## src/rtl/control_pkg.sv

```systemverilog
// Shared encodings for the multicycle MIPS control unit: state codes,
// ALU operation codes, instruction field values and datapath select constants.
package control_pkg;

  typedef enum logic [7:0] {
    S_RESET     = 8'd0,
    S_FETCH1    = 8'd1,
    S_FETCH2    = 8'd2,
    S_FETCH3    = 8'd3,
    S_DECODE    = 8'd4,
    S_R_EXEC    = 8'd5,
    S_R_WB      = 8'd6,
    S_MEM_ADDR  = 8'd7,
    S_LW_READ   = 8'd8,
    S_LW_WAIT   = 8'd9,
    S_LW_MDR    = 8'd10,
    S_LW_WB     = 8'd11,
    S_SW_WRITE  = 8'd12,
    S_BRANCH    = 8'd13,
    S_JUMP      = 8'd14,
    S_ADDI_EXEC = 8'd15,
    S_I_WB      = 8'd16,
    S_EXC_EPC   = 8'd17,
    S_EXC_PC    = 8'd18
  } state_t;

  localparam logic [2:0] ALU_LOAD = 3'b000;
  localparam logic [2:0] ALU_ADD  = 3'b001;
  localparam logic [2:0] ALU_SUB  = 3'b010;
  localparam logic [2:0] ALU_AND  = 3'b011;

  localparam logic [5:0] OP_RTYPE = 6'h00;
  localparam logic [5:0] OP_J     = 6'h02;
  localparam logic [5:0] OP_BEQ   = 6'h04;
  localparam logic [5:0] OP_BNE   = 6'h05;
  localparam logic [5:0] OP_ADDI  = 6'h08;
  localparam logic [5:0] OP_LW    = 6'h23;
  localparam logic [5:0] OP_SW    = 6'h2B;

  localparam logic [5:0] FN_ADD = 6'h20;
  localparam logic [5:0] FN_SUB = 6'h22;
  localparam logic [5:0] FN_AND = 6'h24;

  localparam logic [1:0] PCSRC_ALU    = 2'b00;
  localparam logic [1:0] PCSRC_ALUOUT = 2'b01;
  localparam logic [1:0] PCSRC_JUMP   = 2'b10;
  localparam logic [1:0] PCSRC_EXC    = 2'b11;

  localparam logic [1:0] SRCB_B      = 2'b00;
  localparam logic [1:0] SRCB_FOUR   = 2'b01;
  localparam logic [1:0] SRCB_IMM    = 2'b10;
  localparam logic [1:0] SRCB_IMM_SH = 2'b11;

  localparam logic IORD_PC     = 1'b0;
  localparam logic IORD_ALUOUT = 1'b1;

endpackage

```

## src/rtl/control_unit.sv

```systemverilog
// Multicycle MIPS control unit: Moore FSM with one state per datapath cycle,
// plus the conditional-branch PC_load term that depends on Zero.
module control_unit
  import control_pkg::*;
#(
  parameter logic [31:0] EXC_VECTOR = 32'h0000_00FF
) (
  input  logic       Clk,
  input  logic       Reset,
  input  logic [5:0] Opcode,
  input  logic [5:0] Funct,
  input  logic       Zero,
  input  logic       Overflow,
  output logic       PC_load,
  output logic       IorD,
  output logic       wr,
  output logic       IRWrite,
  output logic       MDR_load,
  output logic       AB_load,
  output logic       AluOut_load,
  output logic       EPC_load,
  output logic       RegWrite,
  output logic       RegDst,
  output logic       MemtoReg,
  output logic       ALUSrcA,
  output logic [1:0] ALUSrcB,
  output logic [2:0] ALUOp,
  output logic [1:0] PCSource,
  output logic [7:0] Estado
);

  // The datapath muxes this vector in when PCSource=11; a zero vector would
  // make an exception indistinguishable from a reset restart.
  if (EXC_VECTOR == 32'h0) begin : g_vector_check
    $error("EXC_VECTOR must differ from the reset PC");
  end

  state_t state;
  state_t next_state;

  always_ff @(posedge Clk or posedge Reset) begin
    if (Reset) state <= S_RESET;
    else       state <= next_state;
  end

  assign Estado = state;

  always_comb begin
    next_state  = S_RESET;
    PC_load     = 1'b0;
    IorD        = IORD_PC;
    wr          = 1'b0;
    IRWrite     = 1'b0;
    MDR_load    = 1'b0;
    AB_load     = 1'b0;
    AluOut_load = 1'b0;
    EPC_load    = 1'b0;
    RegWrite    = 1'b0;
    RegDst      = 1'b0;
    MemtoReg    = 1'b0;
    ALUSrcA     = 1'b0;
    ALUSrcB     = SRCB_B;
    ALUOp       = ALU_LOAD;
    PCSource    = PCSRC_ALU;
    case (state)
      S_RESET:  next_state = S_FETCH1;
      S_FETCH1: next_state = S_FETCH2;
      S_FETCH2: next_state = S_FETCH3;
      S_FETCH3: begin
        IRWrite    = 1'b1;
        ALUSrcB    = SRCB_FOUR;
        ALUOp      = ALU_ADD;
        PC_load    = 1'b1;
        PCSource   = PCSRC_ALU;
        next_state = S_DECODE;
      end
      S_DECODE: begin
        AB_load     = 1'b1;
        ALUSrcB     = SRCB_IMM_SH;
        ALUOp       = ALU_ADD;
        AluOut_load = 1'b1;
        case (Opcode)
          OP_RTYPE:      next_state = S_R_EXEC;
          OP_LW, OP_SW:  next_state = S_MEM_ADDR;
          OP_BEQ, OP_BNE: next_state = S_BRANCH;
          OP_J:          next_state = S_JUMP;
          OP_ADDI:       next_state = S_ADDI_EXEC;
          default:       next_state = S_EXC_EPC;
        endcase
      end
      S_R_EXEC: begin
        ALUSrcA = 1'b1;
        ALUSrcB = SRCB_B;
        case (Funct)
          FN_ADD: begin
            ALUOp       = ALU_ADD;
            AluOut_load = 1'b1;
            next_state  = Overflow ? S_EXC_EPC : S_R_WB;
          end
          FN_SUB: begin
            ALUOp       = ALU_SUB;
            AluOut_load = 1'b1;
            next_state  = Overflow ? S_EXC_EPC : S_R_WB;
          end
          FN_AND: begin
            ALUOp       = ALU_AND;
            AluOut_load = 1'b1;
            next_state  = S_R_WB;
          end
          default: next_state = S_EXC_EPC;
        endcase
      end
      S_R_WB: begin
        RegWrite   = 1'b1;
        RegDst     = 1'b1;
        next_state = S_FETCH1;
      end
      S_MEM_ADDR: begin
        ALUSrcA     = 1'b1;
        ALUSrcB     = SRCB_IMM;
        ALUOp       = ALU_ADD;
        AluOut_load = 1'b1;
        next_state  = (Opcode == OP_LW) ? S_LW_READ : S_SW_WRITE;
      end
      S_LW_READ: begin
        IorD       = IORD_ALUOUT;
        next_state = S_LW_WAIT;
      end
      S_LW_WAIT: begin
        IorD       = IORD_ALUOUT;
        next_state = S_LW_MDR;
      end
      S_LW_MDR: begin
        IorD       = IORD_ALUOUT;
        MDR_load   = 1'b1;
        next_state = S_LW_WB;
      end
      S_LW_WB: begin
        RegWrite   = 1'b1;
        MemtoReg   = 1'b1;
        next_state = S_FETCH1;
      end
      S_SW_WRITE: begin
        IorD       = IORD_ALUOUT;
        wr         = 1'b1;
        next_state = S_FETCH1;
      end
      S_BRANCH: begin
        ALUSrcA    = 1'b1;
        ALUSrcB    = SRCB_B;
        ALUOp      = ALU_SUB;
        PCSource   = PCSRC_ALUOUT;
        // Mealy term: the branch decision uses Zero from this very cycle.
        PC_load    = (Opcode == OP_BNE) ? ~Zero : Zero;
        next_state = S_FETCH1;
      end
      S_JUMP: begin
        PCSource   = PCSRC_JUMP;
        PC_load    = 1'b1;
        next_state = S_FETCH1;
      end
      S_ADDI_EXEC: begin
        ALUSrcA     = 1'b1;
        ALUSrcB     = SRCB_IMM;
        ALUOp       = ALU_ADD;
        AluOut_load = 1'b1;
        next_state  = Overflow ? S_EXC_EPC : S_I_WB;
      end
      S_I_WB: begin
        RegWrite   = 1'b1;
        next_state = S_FETCH1;
      end
      S_EXC_EPC: begin
        ALUSrcB    = SRCB_FOUR;
        ALUOp      = ALU_SUB;
        EPC_load   = 1'b1;
        next_state = S_EXC_PC;
      end
      S_EXC_PC: begin
        PCSource   = PCSRC_EXC;
        PC_load    = 1'b1;
        next_state = S_FETCH1;
      end
      default: next_state = S_RESET;
    endcase
  end

endmodule

```

## config.mk

```make
export PLATFORM = sky130hd
export DESIGN_NAME = control_unit
export DESIGN_NICKNAME = d
export VERILOG_FILES = /design/src/rtl/control_pkg.sv /design/src/rtl/control_unit.sv
export SDC_FILE = /design/constraint.sdc
export NUM_CORES = 1
export LEC_CHECK = 0
export CAP_MARGIN = 20
export CORE_MARGIN = 1.5
export CORE_UTILIZATION = 44
export CTS_BUF_LIST = sky130_fd_sc_hd__clkbuf_4 sky130_fd_sc_hd__clkbuf_8
export CTS_CLUSTER_DIAMETER = 80
export CTS_CLUSTER_SIZE = 30
export DETAILED_ROUTE_END_ITERATION = 7
export PLACE_DENSITY_LB_ADDON = 0.25
export REMOVE_ABC_BUFFERS = 1
export SKIP_LAST_GASP = 1
export SYNTH_ARGS = -nofsm -noshare
export SYNTH_HDL_FRONTEND = slang
export SYNTH_SLANG_ARGS = --single-unit
```

## constraint.sdc

```tcl
create_clock -name Clk -period 4.6 [get_ports Clk]
set_input_delay 0.92 -clock Clk [delete_from_list [all_inputs] [get_ports Clk]]
set_output_delay 0.92 -clock Clk [all_outputs]
set_load 0.05 [all_outputs]
```

# Yosys cells after proc, flatten, opt, wreduce, memory -nomap -nowiden
# Cells that the tools add are included.
# classes
muxes,24
addsub,0
n_eq_ne,27
multipliers,0
n_bitwise,1
magnitude_cmp,0
n_reduce_logical,16
n_div,0
n_shift,0
# ops
cell,n
$eq 8x4->1 const B,8
$pmux 5 s12,1
$eq 8x3->1 const B,4
$eq 6x6->1 const B,5
$pmux 5 s5,1
$eq 8x5->1 const B,3
$pmux 2 s3,4
$eq 8x2->1 const B,2
$mux 1,13
$eq 6x3->1 const B,2
$reduce_or 2->1,6
$reduce_or 3->1,4
$reduce_or 4->1,3
$pmux 5 s2,1
$eq 8x1->1 const B,1
$logic_not 8->1,1
$reduce_or 8->1,1
$eq 6x2->1 const B,1
$eq 6x4->1 const B,1
$logic_not 6->1,1
$mux 5,1
$pmux 1 s2,2
$mux 3,1
$not 1->1,1
# totals
romBits,0
n_memories,0
mem_bits_rw,0
regBits,8
in_bits,16
word_cells,69
latchBits,0

# Depth between registers and ports, before layout
# Gate-level depths: netlist of run 1.
# depth
depth_word,4
depth_mapped,6
depth_no_buf,4

# Worst setup path after synthesis of run 1
# Ideal clock, no wire load.
# synth_timing
kind,register to output
startpoint,register state[1] (netlist: Estado[1])
endpoint,output AluOut_load
required_ns,3.680
path_buffers,1
arrival_time_ns,2.500
path_stages_with_launch,5
path_slack_ns,1.180
path_cell_list,dfrtp_1 > buf_2 > or3_1 > a21oi_1 > a31o_1
# synth_via
elab_chain_cells,3
# synth_lines
element,line,source
start: declaration,control_unit.sv:38,state_t state;
start signal: assignment,control_unit.sv:43,else state <= next_state;
$eq 8x3->1 or $eq 8x4->1 (tied branches),control_unit.sv:65,case (state)
$reduce_or 3->1 (no source line),--,
$pmux 1 s2 *,control_unit.sv:65,
end: declaration,control_unit.sv:20,"output logic AluOut_load,"
# Mark *: on every way between the ends. The rest lies on a longest branch, timed or not.

# Worst setup path after layout of run 1
# layout_timing
startpoint,input Opcode[2]
endpoint,output PC_load
# layout_via
elab_chain_cells,3
# layout_lines
element,line,source
start: declaration,control_unit.sv:10,"input logic [5:0] Opcode,"
$eq 6x3->1,control_unit.sv:154,PC_load = (Opcode == OP_BNE) ? ~Zero : Zero;
$mux 1,control_unit.sv:154,
$pmux 1 s2,control_unit.sv:65,
end: declaration,control_unit.sv:14,"output logic PC_load,"
# No other way between the ends.

==> out/metrics.yaml, run 1 <==
outcome: "completed"
gp_congestion: 0.853
io_buffers: 38
area_growth_pct: 44.8
max_cap_viol_count: 0
ir_drop_worst_case_vdd_mv: 0.332
finalCoreUtilization: 0.690
coreArea_sq_um: 1760
cts-hold-fix-buffers: 0
via_per_inst: 5.71
setup_ws_ps: 763
postSynth.topFlopCell: "sky130_fd_sc_hd__dfrtp_1"
synth.lib_cells_used.distinct: 39
total_power_w: 0.000852
final_hold_viol_count: 0
synth_seq_area_share: 0.149
antenna_found_initial: 0
cts_tree: "yes"
diodes: 0
clock-skew-final_ps: 5.69
start_kind: "input port"
ff2ff_path_depth: 4
synth_seq_cells: 5
leakage_power_figure_nw: 0.468
grt.total_usage: 0.249
arrival_ps: 2920
cts_buffers: 3
clock_path_buffers: 2
synth.cell_area_sq_um: 841
slew-limit-headroom: 0.566
cellPowerDensity_nw_per_um2: 700
yosysTopAreaCellShare: 0.149
timing.hold.worst_path_depth: 1
setup_viol_count_final: 0
r2r_end: "Estado[0]$_DFF_PP0_"
drt_wl_total_um: 2370
post_detailed_placement_half_perimeter_wirelength_um: 1810
setup.worst_path.class: "in2out"
synth_edf_count: 0
wire_per_inst_um: 12.7
cts.sink_count: 5
layout_worst_path_cycle_share: 0.834
timing.critical_path.required_ps: 3680
number_of_max_slew_violations_in_the_final_report: 0
reg2reg_slack_ps: 2690
synth_largest_area_cell: "sky130_fd_sc_hd__dfrtp_1"
tightest_slew_ps: 651
filler_cell_count_in_the_final_layout: 173
layout_commonest_cell: "sky130_fd_sc_hd__clkdlybuf4s50_1"
finalCriticalPeriod_ps: 3840
unrepaired_setup_endpoints_after_global_routing: "false"
count_of_unresolved_drc_violations_after_routing: 0
r2r-start: "Estado[2]$_DFF_PP0_"
setup_tns_ps: 0
floorplan.die_area_sq_um: 2180
post_route_cells_drive_above_1_share: 0.0370
hold-worst-slack_ps: 827
min_from: "Estado[4]$_DFF_PP0_"
grt_pass1_wl_um: 3850
mean_post_synth_cell_area_sq_um: 6.47
layout_common_cells: "38 x sky130_fd_sc_hd__clkdlybuf4s50_1, 18 x sky130_fd_sc_hd__nor2_1, 13 x sky130_fd_sc_hd__nand2_1"
die_h_um: 46.7
grt_pass1_vias: 898
postCtsResizedCells: 0
grt_start_max_net_pins: 24
clk_root_buffer_cell: "sky130_fd_sc_hd__clkbuf_4"
detailedRoute.firstPassIterationCount: 4
routed-via-count: 1067
postSynthCellCount: 130
min_path_type: "reg2reg"
total_of_warnings_raised_by_yosys: 0
asyncSetResetFlopFracSynth: 1.00
dr.first_iter.drc_count: 33
largest_register_ffs: 5
synth_area_leaders: "sky130_fd_sc_hd__dfrtp_1 15%, sky130_fd_sc_hd__nor2_1 8.0%, sky130_fd_sc_hd__nand2_1 5.8%"
maxClockFrequency_ghz: 0.261
hold_crit_endpoint: "Estado[3]$_DFF_PP0_"
postCtsSetupBuffers: 0
die_width_um: 46.7
dp_worst_setup_slack_ps: 763
cts-htree-levels: 1
critPathMaxFanout: 5
num_ports: 43
num-nets-final: 179
grt_remaining_overflow: 0
worst_skew_pair.late_latency_ps: 260
fp-row-count: 15
crit_path_end_kind: "primary output"
starting_density_of_the_core: 0.477
ant_nets: 0
cts.reportedPaths.clkPinSlew_ps: 40
-- kinds of logic after synthesis --
kind of cell / synth area share
XOR/XNOR: 0.0208
multiplexers: 0.0119
buffers and inverters: 0.118
flip-flops: 0.149
AND/OR/NAND/NOR: 0.415
other: 0.00446
AO/OA/AOI/OAI: 0.281
-- worst max-delay path: stages --
cell	delay [ps]
sky130_fd_sc_hd__clkdlybuf4s50_1	530
sky130_fd_sc_hd__nor2b_1	230
sky130_fd_sc_hd__nand4b_1	130
sky130_fd_sc_hd__xor2_1	170
sky130_fd_sc_hd__o21ai_1	120
sky130_fd_sc_hd__clkdlybuf4s50_1	810
-- layout make-up --
class	instances	area [sq um]	share of cell area
multi-input cells	109	628	0.516
clock buffers	4	30.0	0.0247
well taps	25	31.3	0.0257
repair buffers	38	380	0.312
flip-flops and latches	5	125	0.103
inverters	6	22.5	0.0185
-- per-stage QoR --
| stage | cell area [sq um] | std cells |
|---|---|---|
| after floorplan | 776 | 120 |
| after global placement | 1190 | 183 |
| after detailed placement | 1190 | 183 |
| after CTS | 1220 | 187 |
| after global routing | 1220 | 187 |
| final | 1220 | 187 |
-- metal layers --
layer / GRT usage / share of wire / wire length [um] / vias to the layer above
li1: - / - / - / 528
met1: 0.318 / 0.44 / 1040 / 480
met2: 0.408 / 0.48 / 1130 / 57
met3: 0.0392 / 0.070 / 165 / 2
met4: 0.117 / 0.013 / 30 / 0
met5: 0 / 0 / 0 / -
-- report_power, final --
| part | switching (W) | internal (W) | leakage (nW) | total (W) |
|---|---|---|---|---|
| clock network | 0.0000216 | 0.0000389 | 0.0184 | 0.0000605 |
| registers | 0.0000833 | 0.0000625 | 0.0638 | 0.000146 |
| logic | 0.000412 | 0.000234 | 0.386 | 0.000646 |
-- worst max-delay path by stage --
| stage | start | end | slack [ps] |
|---|---|---|---|
| floorplan | Estado[3]$_DFF_PP0_ | AluOut_load | 1230 |
| global placement | Funct[0] | ALUOp[0] | 800 |
| detailed placement | Opcode[5] | PC_load | 760 |
| CTS | Opcode[5] | PC_load | 760 |
| global route | Opcode[3] | PC_load | 680 |
| finish | Opcode[2] | PC_load | 760 |
-- Yosys cell counts (4+ instances only) --
cell	n
sky130_fd_sc_hd__a21oi_1	9
sky130_fd_sc_hd__buf_2	4
sky130_fd_sc_hd__buf_4	4
sky130_fd_sc_hd__clkbuf_1	4
sky130_fd_sc_hd__dfrtp_1	5
sky130_fd_sc_hd__inv_1	6
sky130_fd_sc_hd__nand2_1	13
sky130_fd_sc_hd__nand2b_1	7
sky130_fd_sc_hd__nand3_1	6
sky130_fd_sc_hd__nor2_1	18
sky130_fd_sc_hd__nor2b_1	5
sky130_fd_sc_hd__nor3_1	7
No activity file was read; power rests on OpenSTA's default activity.
==> inputs of run 2 (changes only) <==
CORE_ASPECT_RATIO = 1.75   (was unset)
CORE_UTILIZATION = 37   (was 44)
clock period = 3.3 ns   (was 4.6 ns; I/O delays follow)
==> run 2 against run 1 <==
  * Core utilization fell by 9.3 points
  * Worst setup slack got worse by 470 ps
  * Via count shrank 1.5%
  * Sequential share of layout area decreased by 0.40 points
  * First-iteration DRC count fell by 15%
  * Clock skew shrank 2.5 ps
  * Highest routed layer unchanged
  * Sequential power about the same
  * Global-route usage is 2.7 points lower
  * Power rose by 48%
  * Hold slack got worse by 200 ps
==> out/metrics.yaml, run 2 (synthesized netlist as in run 1, its figures left out) <==
diodes: 0
setup_viol_count_final: 0
starting_density_of_the_core: 0.397
critPathMaxFanout: 15
clk_root_buffer_cell: "sky130_fd_sc_hd__clkbuf_4"
clock_path_buffers: 2
final_hold_viol_count: 0
count_of_unresolved_drc_violations_after_routing: 0
number_of_max_slew_violations_in_the_final_report: 0
setup_tns_ps: 0
arrival_ps: 2350
die_width_um: 39.0
detailedRoute.firstPassIterationCount: 4
num-nets-final: 182
post_detailed_placement_half_perimeter_wirelength_um: 2080
postCtsSetupBuffers: 0
num_ports: 43
post_route_cells_drive_above_1_share: 0.0788
crit_path_end_kind: "primary output"
timing.critical_path.required_ps: 2640
area_growth_pct: 50.6
grt_pass1_wl_um: 4190
cellPowerDensity_nw_per_um2: 996
pwr-share-clk: 0.061
grt_start_max_net_pins: 17
clock-skew-final_ps: 3.21
grt.total_usage: 0.221
gp_congestion: 0.844
pwr-share-seq: 0.118
final_cells: 189
dr.first_iter.drc_count: 28
min_path_type: "in2async"
outcome: "completed"
ir_drop_worst_case_vdd_mv: 0.426
finalCriticalPeriod_ps: 3010
worst_skew_pair.late_latency_ps: 240
drt_wl_total_um: 2590
tightest_slew_ps: 496
combPwrFrac: 0.821
filler_cell_count_in_the_final_layout: 215
via_per_inst: 5.56
layout_worst_path_cycle_share: 0.912
grt_remaining_overflow: 0
grt_pass1_vias: 983
cts-htree-levels: 1
leakage_power_figure_nw: 0.501
postCtsResizedCells: 0
cts.reportedPaths.clkPinSlew_ps: 40
cts.sink_count: 5
cts-hold-fix-buffers: 0
antenna_found_initial: 0
unrepaired_setup_endpoints_after_global_routing: "false"
cts_tree: "yes"
start_kind: "flip-flop"
maxClockFrequency_ghz: 0.332
hold-worst-slack_ps: 622
slew-limit-headroom: 0.668
fp-row-count: 22
layout_common_cells: "34 x sky130_fd_sc_hd__clkdlybuf4s50_1, 18 x sky130_fd_sc_hd__nor2_1, 13 x sky130_fd_sc_hd__nand2_1"
routed-via-count: 1051
cell_internal_pwr_w: 0.000524
io_buffers: 38
setup.worst_path.class: "reg2out"
max_cap_viol_count: 0
ant_nets: 0
floorplan.die_area_sq_um: 2580
cts_buffers: 3
cp-startpoint: "Estado[4]$_DFF_PP0_"
layout_commonest_cell: "sky130_fd_sc_hd__clkdlybuf4s50_1"
total_power_w: 0.00126
r2r-start: "Estado[2]$_DFF_PP0_"
numPlacedInstances: 185
coreArea_sq_um: 2120
p_switching_w: 0.000737
wire_per_inst_um: 13.7
largest_register_ffs: 5
power_switching_share: 0.584
die_h_um: 66.1
==> run 2: worst paths after layout <==
| path | end | cells past startpoint | slack [ps] |
|---|---|---|---|
| max | PCSource[0] | 4 | 290 |
| min | Estado[3]$_DFF_PP0_ | 2 | 620 |
| max reg2reg | Estado[0]$_DFF_PP0_ | 5 | 1460 |
| min reg2reg | Estado[4]$_DFF_PP0_ | 2 | 780 |
| max in group asynchronous | Estado[4]$_DFF_PP0_ | 2 | 2510 |
| min in group Clk | Estado[4]$_DFF_PP0_ | 2 | 780 |
==> run 2: worst max-delay path: stages (launching register included) <==
cell	delay [ps]
sky130_fd_sc_hd__dfrtp_1	630
sky130_fd_sc_hd__nand2b_1	210
sky130_fd_sc_hd__or3_1	410
sky130_fd_sc_hd__nand2_1	80
sky130_fd_sc_hd__clkdlybuf4s50_1	790
==> run 2: through the flow <==
| stage | setup WS (ps) | cell area (sq um) | util |
|---|---|---|---|
| 6_report | 290 | 1270 | 0.597 |
| 5_1_grt | 152 | 1270 | 0.597 |
| 4_1_cts | 300 | 1270 | 0.597 |
| 3_5_place_dp | 497 | 1240 | 0.583 |
| 3_3_place_gp | 565 | 1240 | 0.583 |
| 2_1_floorplan | 190 | 776 | - |
==> run 2: area by class of cell <==
type	instances	area, sq um	area share
Inverter	6	22.5	0.0178
Tap cell	24	30.0	0.0237
Timing Repair Buffer	41	430	0.340
Sequential cell	5	125	0.0988
Clock buffer	4	30.0	0.0237
Multi-Input combinational cell	109	628	0.496
==> run 2: power by group through the flow <==
stage	Combinational [W]	Clock [W]	Sequential [W]
5_1_grt	0.00110	0.0000863	0.000155
3_5_place_dp	0.00103	0	0.000148
6_report	0.00103	0.0000768	0.000149
2_1_floorplan	0.000555	0	0.000258
3_3_place_gp	0.00102	0	0.000146
4_1_cts	0.00103	0.0000800	0.000148
==> run 2: layer usage <==
metal,track usage,vias to the layer above,part of all wire
li1,-,525,-
met2,0.400,38,0.54
met5,0,-,0
met4,0.103,0,0.037
met3,0.0337,8,0.038
met1,0.233,480,0.38
==> edit (config.mk and constraints of run 2) <==
Put a register stage on the output `MDR_load`. The value now appears one clock later. The other outputs are not delayed to match.
--- a/src/rtl/control_unit.sv
+++ b/src/rtl/control_unit.sv
@@ -29,6 +29,8 @@
   output logic [7:0] Estado
 );
 
+  logic MDR_load_d;
+
   // The datapath muxes this vector in when PCSource=11; a zero vector would
   // make an exception indistinguishable from a reset restart.
   if (EXC_VECTOR == 32'h0) begin : g_vector_check
@@ -51,7 +53,7 @@
     IorD        = IORD_PC;
     wr          = 1'b0;
     IRWrite     = 1'b0;
-    MDR_load    = 1'b0;
+    MDR_load_d  = 1'b0;
     AB_load     = 1'b0;
     AluOut_load = 1'b0;
     EPC_load    = 1'b0;
@@ -132,7 +134,7 @@
       end
       S_LW_MDR: begin
         IorD       = IORD_ALUOUT;
-        MDR_load   = 1'b1;
+        MDR_load_d = 1'b1;
         next_state = S_LW_WB;
       end
       S_LW_WB: begin
@@ -185,5 +187,9 @@
     endcase
   end
 
+  always_ff @(posedge Clk) begin
+    MDR_load <= MDR_load_d;
+  end
+
 endmodule
 
Behaviour: not the same (a bounded check fails within 10 cycles, from zero or initial values and one cycle with Reset high).
==> edit against run 2 <==
Routed wire length shrank 4.9%. Sequential cell count grew 1. Worst hold slack improved by 0.020 ns. Non-clock buffer count decreased by 2. Utilization down 1.7 points. Worst setup slack got worse by 0.066 ns. Power increased by 3.8%. Area after synthesis is 2.4% higher. Via count decreased by 0.86%. First-iteration DRC count down 7.1%. Final area up 3.0%. Critical endpoint is now ALUSrcB[0].
==> edit: results (changes against run 2) <==
Arrival @ worst endpoint=2.42 ns (was 2.35 ns); final non-filler cell total=189 (unchanged); critical path's slowest cell=clkdlybuf4s50_1 (unchanged); CP Capture Point=ALUSrcB[0] (was PCSource[0]); root buffer cell=clkbuf_8 (was clkbuf_4); delay of the slowest cell on the worst path=0.79 ns (about the same); final net count=181 (was 182); commonest cells in the synthesized netlist=nor2_1 (18), nand2_1 (13), a21oi_1 (9) (unchanged); dpl ws=0.476 ns (was 0.497 ns); CTS max path bufs=2 (unchanged); max FFs per register=5 (unchanged); Critical Path Start=Estado[0]$_DFF_PP0_ (was Estado[4]$_DFF_PP0_); Lkg Pwr=0.509 nW (was 0.501 nW); synth warn=0 (unchanged); reg2reg end=Estado[0]$_DFF_PP0_ (unchanged); Async SR Flop Fraction=0.833 (was 1.00); first-pass GRT wire length=4050 um (was 4190 um); layout cells sized above 1=0.0671 (was 0.0788); post-synthesis sequential area ratio=0.169 (was 0.149); First-pass DRT Iterations=4 (unchanged); Peak VDD IR=464 uV (was 426 uV); post-CTS sizing=0 (unchanged); outcome=finished, final reports clean (unchanged); initial antenna violation count=0 (unchanged); Worst-Skew Late Latency=0.22 ns (was 0.24 ns); Tot GR Track Use=0.207 (was 0.221); DR vias/cell=5.51 (was 5.56); CP max FO=13 (was 15); routability cong.=0.877 (was 0.844); top_reg_cell synth=dfrtp_1 (unchanged); HP Class=in -> async (unchanged); Final Skew=0.000524 ns (was 0.00321 ns); DRT iter0 DRCs=26 (was 28); largest net degree at the start of global routing=24 (was 17); post-synthesis cell type count=40 (was 39); Mapped Cells=131 (was 130); antenna cells=0 (unchanged); Final HPWL DP=2000 um (was 2080 um); Worst-Margin Slew=0.620 ns (was 0.496 ns); Worst Reg-to-Reg Cells=4 (was 5); final wirelength=2460 um (was 2590 um); r2r setup slk=1.45 ns; Area contributors post-synth=dfrtp_1 (15%), nor2_1 (7.8%), nand2_1 (5.7%), a21oi_1 (5.2%), nand2b_1 (5.1%) (was dfrtp_1 (15%), nor2_1 (8.0%), nand2_1 (5.8%), a21oi_1 (5.4%), nand2b_1 (5.2%)); r2r startpoint=Estado[2]$_DFF_PP0_ (unchanged); number of global-route vias before repair=956 (was 983)
edit: changes by cell type in the layout (fill, tap and decap cells not counted):
| cell | before | now |
|---|---|---|
| clkbuf_4 | 4 | 1 |
| buf_4 | 4 | 1 |
| clkbuf_8 | 0 | 3 |
| dfxtp_1 | 0 | 1 |
| buf_12 | 3 | 4 |
edit: cells by family (layout without fill, tap and decap cells):
kind of cell           Yosys count  in the layout  share of synthesized area
buffers and inverters           19             49                      0.115
other                            1              4                    0.00436
AO/OA/AOI/OAI                   34             34                      0.275
AND/OR/NAND/NOR                 68             68                      0.406
multiplexers                     1              1                     0.0116
flip-flops                       6              6                      0.169
XOR/XNOR                         2              2                     0.0204
edit: per-stage QoR:
stage / hold slack [ns] / instance area, um2 / util
2_1_floorplan: 0.439 / 796 / -
3_3_place_gp: 0.845 / 1250 / 0.559
3_5_place_dp: 0.847 / 1250 / 0.559
4_1_cts: 0.652 / 1300 / 0.581
5_1_grt: 0.674 / 1300 / 0.581
6_report: 0.643 / 1300 / 0.581
edit: worst min-delay path by stage:
stage	from	to
after floorplan	Reset	Estado[0]$_DFF_PP0_
after global placement	Estado[4]$_DFF_PP0_	Estado[3]$_DFF_PP0_
after detailed placement	Estado[4]$_DFF_PP0_	Estado[3]$_DFF_PP0_
after CTS	Reset	Estado[1]$_DFF_PP0_
after global routing	Reset	Estado[3]$_DFF_PP0_
final	Reset	Estado[2]$_DFF_PP0_
edit: routing by layer:
layer  global-route usage  part of all wire  vias to the layer above
met5                    0                 0                        -
met4               0.0647            0.0069                        0
met3               0.0133             0.026                        2
met2                0.363              0.58                       33
met1                0.255              0.39                      481
li1                     -                 -                      526
edit: critical path, delay by kind of cell (launching register included):
family | cells | cell delay (ns)
flops | 1 | 0.54
buf+inv | 2 | 1.01
simple gates | 1 | 0.36
compound gates | 2 | 0.28
edit: layout make-up:
cell class,count,area [um2]
inverter,6,22.5
multi-input combinational,109,628
tap,25,31.3
fill,226,941
sequential,6,145
clock buffer,4,48.8
timing repair buffer,39,428
edit: report_power, final:
| group | internal [mW] | leakage (nW) | switching [mW] |
|---|---|---|---|
| clock | 0.0913 | 0.0262 | 0.0324 |
| sequential | 0.101 | 0.0719 | 0.103 |
| combinational | 0.377 | 0.411 | 0.604 |
| total | 0.569 | 0.509 | 0.739 |
